File: src/rtl/noc_vc_input_buffer.sv
// Virtual-channel input buffer: one circular FIFO per VC, packet-locked round-robin output.
// Malformed flits raise proto_err, flits to a full VC raise overflow_err; both are dropped.
module noc_vc_input_buffer #(
   parameter int unsigned  FLIT_SIZE = 19,
   parameter int unsigned  NUM_VC    = 2,
   parameter int unsigned  DEPTH     = 4,
   localparam int unsigned VC_BITS   = $clog2(NUM_VC),
   localparam int unsigned CNT_BITS  = $clog2(DEPTH) + 1
) (
   input  logic                       clk,
   input  logic                       rst,
   input  logic [FLIT_SIZE-1:0]       in_flit,
   input  logic [VC_BITS-1:0]         in_vc,
   output logic [FLIT_SIZE-1:0]       out_flit,
   output logic [VC_BITS-1:0]         out_vc,
   output logic                       out_valid,
   input  logic                       out_ready,
   output logic [NUM_VC-1:0]          credit_out,
   output logic [NUM_VC*CNT_BITS-1:0] vc_count,
   output logic                       proto_err,
   output logic                       overflow_err
);
   localparam int unsigned PTR_BITS = $clog2(DEPTH);

   typedef enum logic [1:0] {T_HEAD = 2'd0, T_TAIL = 2'd1, T_BODY = 2'd2, T_NONE = 2'd3} flit_type_e;
   typedef enum logic {S_IDLE, S_LOCKED} state_e;

   logic [FLIT_SIZE-1:0] r_mem [NUM_VC][DEPTH];
   logic [PTR_BITS-1:0]  r_wr_ptr [NUM_VC];
   logic [PTR_BITS-1:0]  r_rd_ptr [NUM_VC];
   logic [CNT_BITS-1:0]  r_count  [NUM_VC];
   logic [NUM_VC-1:0]    r_in_open;

   state_e               r_state, w_state_nxt;
   logic [VC_BITS-1:0]   r_lock_vc, w_lock_vc_nxt;
   logic [VC_BITS-1:0]   r_rr_ptr, w_rr_ptr_nxt;
   logic [VC_BITS-1:0]   r_hold_vc, w_hold_vc_nxt;
   logic                 r_hold, w_hold_nxt;

   flit_type_e           w_in_type, w_out_type;
   logic                 w_attempt, w_vc_ok, w_open, w_full;
   logic                 w_push, w_proto, w_ovf;
   logic [NUM_VC-1:0]    w_push_vec, w_pop;
   logic [VC_BITS-1:0]   w_grant, w_sel;
   logic                 w_any, w_valid;
   logic [FLIT_SIZE-1:0] w_out_flit;

   // Input classification: well-formed flits push unless the VC was full at cycle start
   assign w_in_type = flit_type_e'(in_flit[FLIT_SIZE-2 -: 2]);
   assign w_attempt = in_flit[FLIT_SIZE-1] && (w_in_type != T_NONE);
   assign w_vc_ok   = 32'(in_vc) < NUM_VC;
   assign w_open    = w_vc_ok ? r_in_open[in_vc] : 1'b0;
   assign w_full    = w_vc_ok && (r_count[in_vc] == CNT_BITS'(DEPTH));

   always_comb begin
      w_proto    = 1'b0;
      w_ovf      = 1'b0;
      w_push     = 1'b0;
      w_push_vec = '0;
      if (w_attempt) begin
         if (!w_vc_ok || ((w_in_type == T_HEAD) == w_open)) w_proto = 1'b1;
         else if (w_full)                                   w_ovf   = 1'b1;
         else                                               w_push  = 1'b1;
      end
      if (w_push) w_push_vec[in_vc] = 1'b1;
   end

   always_comb begin
      w_grant = r_rr_ptr;
      w_any   = 1'b0;
      for (int unsigned i = 0; i < NUM_VC; i++) begin
         if (!w_any && (r_count[VC_BITS'((32'(r_rr_ptr) + i) % NUM_VC)] != '0)) begin
            w_grant = VC_BITS'((32'(r_rr_ptr) + i) % NUM_VC);
            w_any   = 1'b1;
         end
      end
   end

   // A stalled IDLE grant is held so a newly filled VC cannot steal the output
   always_comb begin
      w_state_nxt   = r_state;
      w_lock_vc_nxt = r_lock_vc;
      w_rr_ptr_nxt  = r_rr_ptr;
      w_hold_nxt    = 1'b0;
      w_hold_vc_nxt = r_hold_vc;
      w_sel         = w_grant;
      w_valid       = w_any;
      w_pop         = '0;
      unique case (r_state)
         S_IDLE: begin
            if (r_hold) begin
               w_sel   = r_hold_vc;
               w_valid = 1'b1;
            end
            w_hold_nxt    = w_valid && !out_ready;
            w_hold_vc_nxt = w_sel;
         end
         S_LOCKED: begin
            w_sel   = r_lock_vc;
            w_valid = (r_count[r_lock_vc] != '0);
         end
      endcase
      w_out_flit = r_mem[w_sel][r_rd_ptr[w_sel]];
      w_out_type = flit_type_e'(w_out_flit[FLIT_SIZE-2 -: 2]);
      if (w_valid && out_ready) begin
         w_pop[w_sel] = 1'b1;
         if (r_state == S_IDLE && w_out_type == T_HEAD) begin
            w_state_nxt   = S_LOCKED;
            w_lock_vc_nxt = w_sel;
         end else if (r_state == S_LOCKED && w_out_type == T_TAIL) begin
            w_state_nxt  = S_IDLE;
            w_rr_ptr_nxt = VC_BITS'((32'(r_lock_vc) + 1) % NUM_VC);
         end
      end
   end

   assign out_valid = w_valid;
   assign out_flit  = w_valid ? w_out_flit : '0;
   assign out_vc    = w_valid ? w_sel : '0;

   always_ff @(posedge clk) begin
      if (rst) begin
         r_state   <= S_IDLE;
         r_lock_vc <= '0;
         r_rr_ptr  <= '0;
         r_hold    <= 1'b0;
         r_hold_vc <= '0;
      end else begin
         r_state   <= w_state_nxt;
         r_lock_vc <= w_lock_vc_nxt;
         r_rr_ptr  <= w_rr_ptr_nxt;
         r_hold    <= w_hold_nxt;
         r_hold_vc <= w_hold_vc_nxt;
      end
   end

   always_ff @(posedge clk) begin
      if (rst) begin
         r_in_open    <= '0;
         credit_out   <= '0;
         proto_err    <= 1'b0;
         overflow_err <= 1'b0;
         for (int unsigned k = 0; k < NUM_VC; k++) begin
            r_wr_ptr[k] <= '0;
            r_rd_ptr[k] <= '0;
            r_count[k]  <= '0;
         end
      end else begin
         credit_out   <= w_pop;
         proto_err    <= w_proto;
         overflow_err <= w_ovf;
         for (int unsigned k = 0; k < NUM_VC; k++) begin
            if (w_push_vec[k]) begin
               r_wr_ptr[k] <= r_wr_ptr[k] + PTR_BITS'(1);
               if (w_in_type == T_HEAD)      r_in_open[k] <= 1'b1;
               else if (w_in_type == T_TAIL) r_in_open[k] <= 1'b0;
            end
            if (w_pop[k]) r_rd_ptr[k] <= r_rd_ptr[k] + PTR_BITS'(1);
            r_count[k] <= r_count[k] + CNT_BITS'(w_push_vec[k]) - CNT_BITS'(w_pop[k]);
         end
      end
   end

   always_ff @(posedge clk) begin
      if (w_push) r_mem[in_vc][r_wr_ptr[in_vc]] <= in_flit;
   end

   always_comb begin
      for (int unsigned k = 0; k < NUM_VC; k++) vc_count[k*CNT_BITS +: CNT_BITS] = r_count[k];
   end

endmodule

File: config.mk
export PLATFORM = sky130hd
export DESIGN_NAME = noc_vc_input_buffer
export DESIGN_NICKNAME = d
export VERILOG_FILES = /design/src/rtl/noc_vc_input_buffer.sv
export SDC_FILE = /design/constraint.sdc
export NUM_CORES = 1
export LEC_CHECK = 0
export ABC_AREA = 1
export BUFFER_PORTS_ARGS = -buffer_cell sky130_fd_sc_hd__buf_4
export CORE_MARGIN = 4
export CORE_UTILIZATION = 35
export CTS_CLUSTER_SIZE = 30
export DETAILED_ROUTE_END_ITERATION = 10
export GPL_ROUTABILITY_DRIVEN = 0
export SYNTH_ARGS = -nofsm -noshare
export SYNTH_HDL_FRONTEND = slang
export SYNTH_SLANG_ARGS = --single-unit
File: constraint.sdc
create_clock -name clk -period 3.2 [get_ports clk]
set_clock_uncertainty 0.05 [all_clocks]
set_input_delay 0.32 -clock clk [delete_from_list [all_inputs] [get_ports clk]]
set_output_delay 0.32 -clock clk [all_outputs]
set_load 0.02 [all_outputs]
==> summary.md <==
| Metric | Value |
|---|---|
| Tmin final | `3010 ps` |
| Ports | `54` |
| Element type at the critical path end | `primary output` |
| Clock-pin slew on the worst setup and hold paths | `70 ps` |
| Global-route wire length before repair | `26200 um` |
| Seq/Total Area, Yosys | `0.691` |
| Avg Vias per Cell | `4.94` |
| Root buffer cell | `clkbuf_16` |
| CTS Buffer Depth | `2` |
| Most common cell after layout, fill and taps aside | `nor2_1` |
| Critical Path RT | `2830 ps` |
| Commonest non-fill, non-tap cells in the layout | `nor2_1, edfxtp_1, o21ai_0` |
| Max FO, Critical Path | `33` |
| Reg2reg start | `r_count[1][1]` |
| Clk Latency, worst-skew pair | `430 ps` |
| Worst Tran Pin Value | `461 ps` |
| WL final | `17400 um` |
| Vias in the first global route | `4808` |
| Slew headroom | `0.692` |
| Critical Path AT | `2640 ps` |
| YS warnings | `0` |
| Fillcell total | `1994` |
| Synth Cell Area | `0.00751 mm2` |
| Row count | `53` |
| Max-slew violation count | `0` |
| Fmax achieved | `333 MHz` |
| # Max-Cap Violations | `0` |
| Net count after synthesis | `702` |
| Final Hold Fails | `0` |
| Wire per inst | `16.9 um` |
| Fraction of layout instances using a drive strength above 1 | `0.189` |
| Clock Sinks | `179` |
| Synthesized instance count | `673` |
| Outcome | `complete, no violations` |
| Die ar. | `0.0239 mm2` |
| Worst min path class | `in -> reg` |
| H-tree Lvls | `4` |
| Core box area | `0.0211 mm2` |
| Num CTS Buffers | `17` |
| Worst reg2reg setup slack | `570 ps` |
| Reg2reg path depth | `15` |
| Final net count | `767` |
| Starting DRT DRC Count | `391` |
| FF-to-FF End | `r_count[1][2]` |
| Final Worst Setup Slack | `194 ps` |
| CTS tree | `yes` |
| Detail Placement HPWL | `9540 um` |
| IO Port Bufs | `53` |
| Syn avg cell area | `11.2 um2` |
| DR vias | `5062` |
| Final core area utilization | `0.427` |
| Hold depth | `1` |
| Worst Setup SP | `r_count[1][1]` |
| # diodes | `0` |
| Starting Density | `0.356` |
| Pre-CTS setup slack | `470 ps` |
| Die H | `154 um` |
| Synth unique cells | `34` |
| Final setup vio count | `0` |
| Startpoint Class | `register` |
| Antenna violations before repair | `0` |
| Chip width | `154 um` |
| Pin count of the biggest net entering global routing | `68` |
| Hold WS | `67.9 ps` |
| #FFs+latches synth | `179` |
| Overflow left after global routing | `0` |
| Residual DRC count | `0` |
| Critical path endpoint | `out_flit[6]` |
| Crit Path Class | `reg -> out` |
| Area growth syn-to-layout | `19.9%` |
| DR pass1 iterations | `4` |
| Post-route ant nets | `0` |
| Total GRT Usage | `0.142` |
| Final period utilization | `0.939` |
==> critical path, stage by stage, from the launching register on <==
cell and delay, ps:
dfxtp_2 350, inv_1 70, nand3_1 120, inv_2 90
nand3_1 70, nand2_1 80, nand2_2 60, nand2_4 110
nand2_8 100, inv_4 170, clkbuf_16 260, nor2_1 50
o21ai_0 150, a21oi_1 90, nor2_1 230, buf_4 190
==> state kept, by name (all words and copies together) (netlist names), named ones only <==
name,cells
r_state,1
proto_err,1
overflow_err,1
r_hold_vc,1
r_count,6
r_rd_ptr,4
r_wr_ptr,4
r_mem,152
r_hold,1
r_in_open,2
r_lock_vc,1
r_rr_ptr,1
credit_out,2
==> worst min path at each step <==
stage,start,endpoint
floorplan,rst,credit_out[1]
global placement,r_in_open[0],r_in_open[0]
detailed placement,r_in_open[0],r_in_open[0]
CTS,in_flit[3],r_mem[1][3]
global route,in_flit[9],r_mem[0][66]
finish,in_flit[1],r_mem[1][1]
==> cell families (layout without fill, tap and decap cells) <==
family	after synthesis	after routing	share of synthesized area
buf+inv	67	144	0.0450
simple gates	286	286	0.158
flops	179	179	0.691
fa+ha+maj	6	6	0.0120
compound gates	130	130	0.0883
xor+xnor	5	5	0.00583
==> metrics by stage <==
step	TNS, ps	instances	area (um2)
6_report	0	1025	9000
5_1_grt	-36.0	1025	9000
4_1_cts	0	1020	8820
3_5_place_dp	0	988	8240
3_3_place_gp	0	988	8240
2_1_floorplan	0	673	7510
==> layer usage <==
metal,part of all wire,track usage,routed length [um],up-vias
li1,-,-,-,2450
met1,0.44,0.182,7610,2468
met2,0.49,0.235,8580,119
met3,0.046,0.0297,793,25
met4,0.021,0.0572,371,0
met5,0,0,0,-
==> repair_timing <==
item,4_1_cts,5_1_grt
endpoints found under the hold margin,1,0
gates cloned,0,4
hold buffers,1,0
pin swaps,0,2
endpoints found under the setup margin,3,19
setup buffers,0,1
resized for setup,1,22
==> cell usage after synthesis <==
cell type	count	area, um2
or2_2	1	6.26
buf_4	2	15.0
xor2_1	1	8.76
o21a_1	1	7.51
nand2_4	2	22.5
buf_1	1	3.75
a21oi_1	36	180
clkbuf_1	8	30.0
nand3_1	19	95.1
inv_1	33	124
buf_6	5	56.3
nand3b_1	3	22.5
nor3_1	15	75.1
o211ai_1	2	15.0
o21ai_1	16	80.1
nand2_1	55	206
nor3_2	4	40.0
o21ai_0	73	365
buf_12	1	20.0
xnor2_1	4	35.0
o21ai_2	1	8.76
ha_1	4	50.1
dfxtp_1	19	380
clkbuf_2	1	5.00
nor2_2	2	12.5
nand2_2	4	25.0
and3_1	1	6.26
edfxtp_1	160	4800
buf_8	1	15.0
a31oi_1	1	6.26
buf_2	10	50.1
fa_1	2	40.0
inv_2	5	18.8
nor2_1	180	676
==> layout make-up <==
| cell class | count | area [um2] | area share |
|---|---|---|---|
| multi-input cells | 427 | 2050 | 0.227 |
| inverters | 38 | 151 | 0.0168 |
| clock buffers | 17 | 425 | 0.0473 |
| flip-flops and latches | 179 | 5190 | 0.576 |
| repair buffers | 75 | 708 | 0.0787 |
| well taps | 275 | 344 | 0.0382 |
| clock inverters | 14 | 140 | 0.0156 |
Power is not shown: default switching activity piles up to over one toggle a cycle in this logic, so the estimate is an artifact.
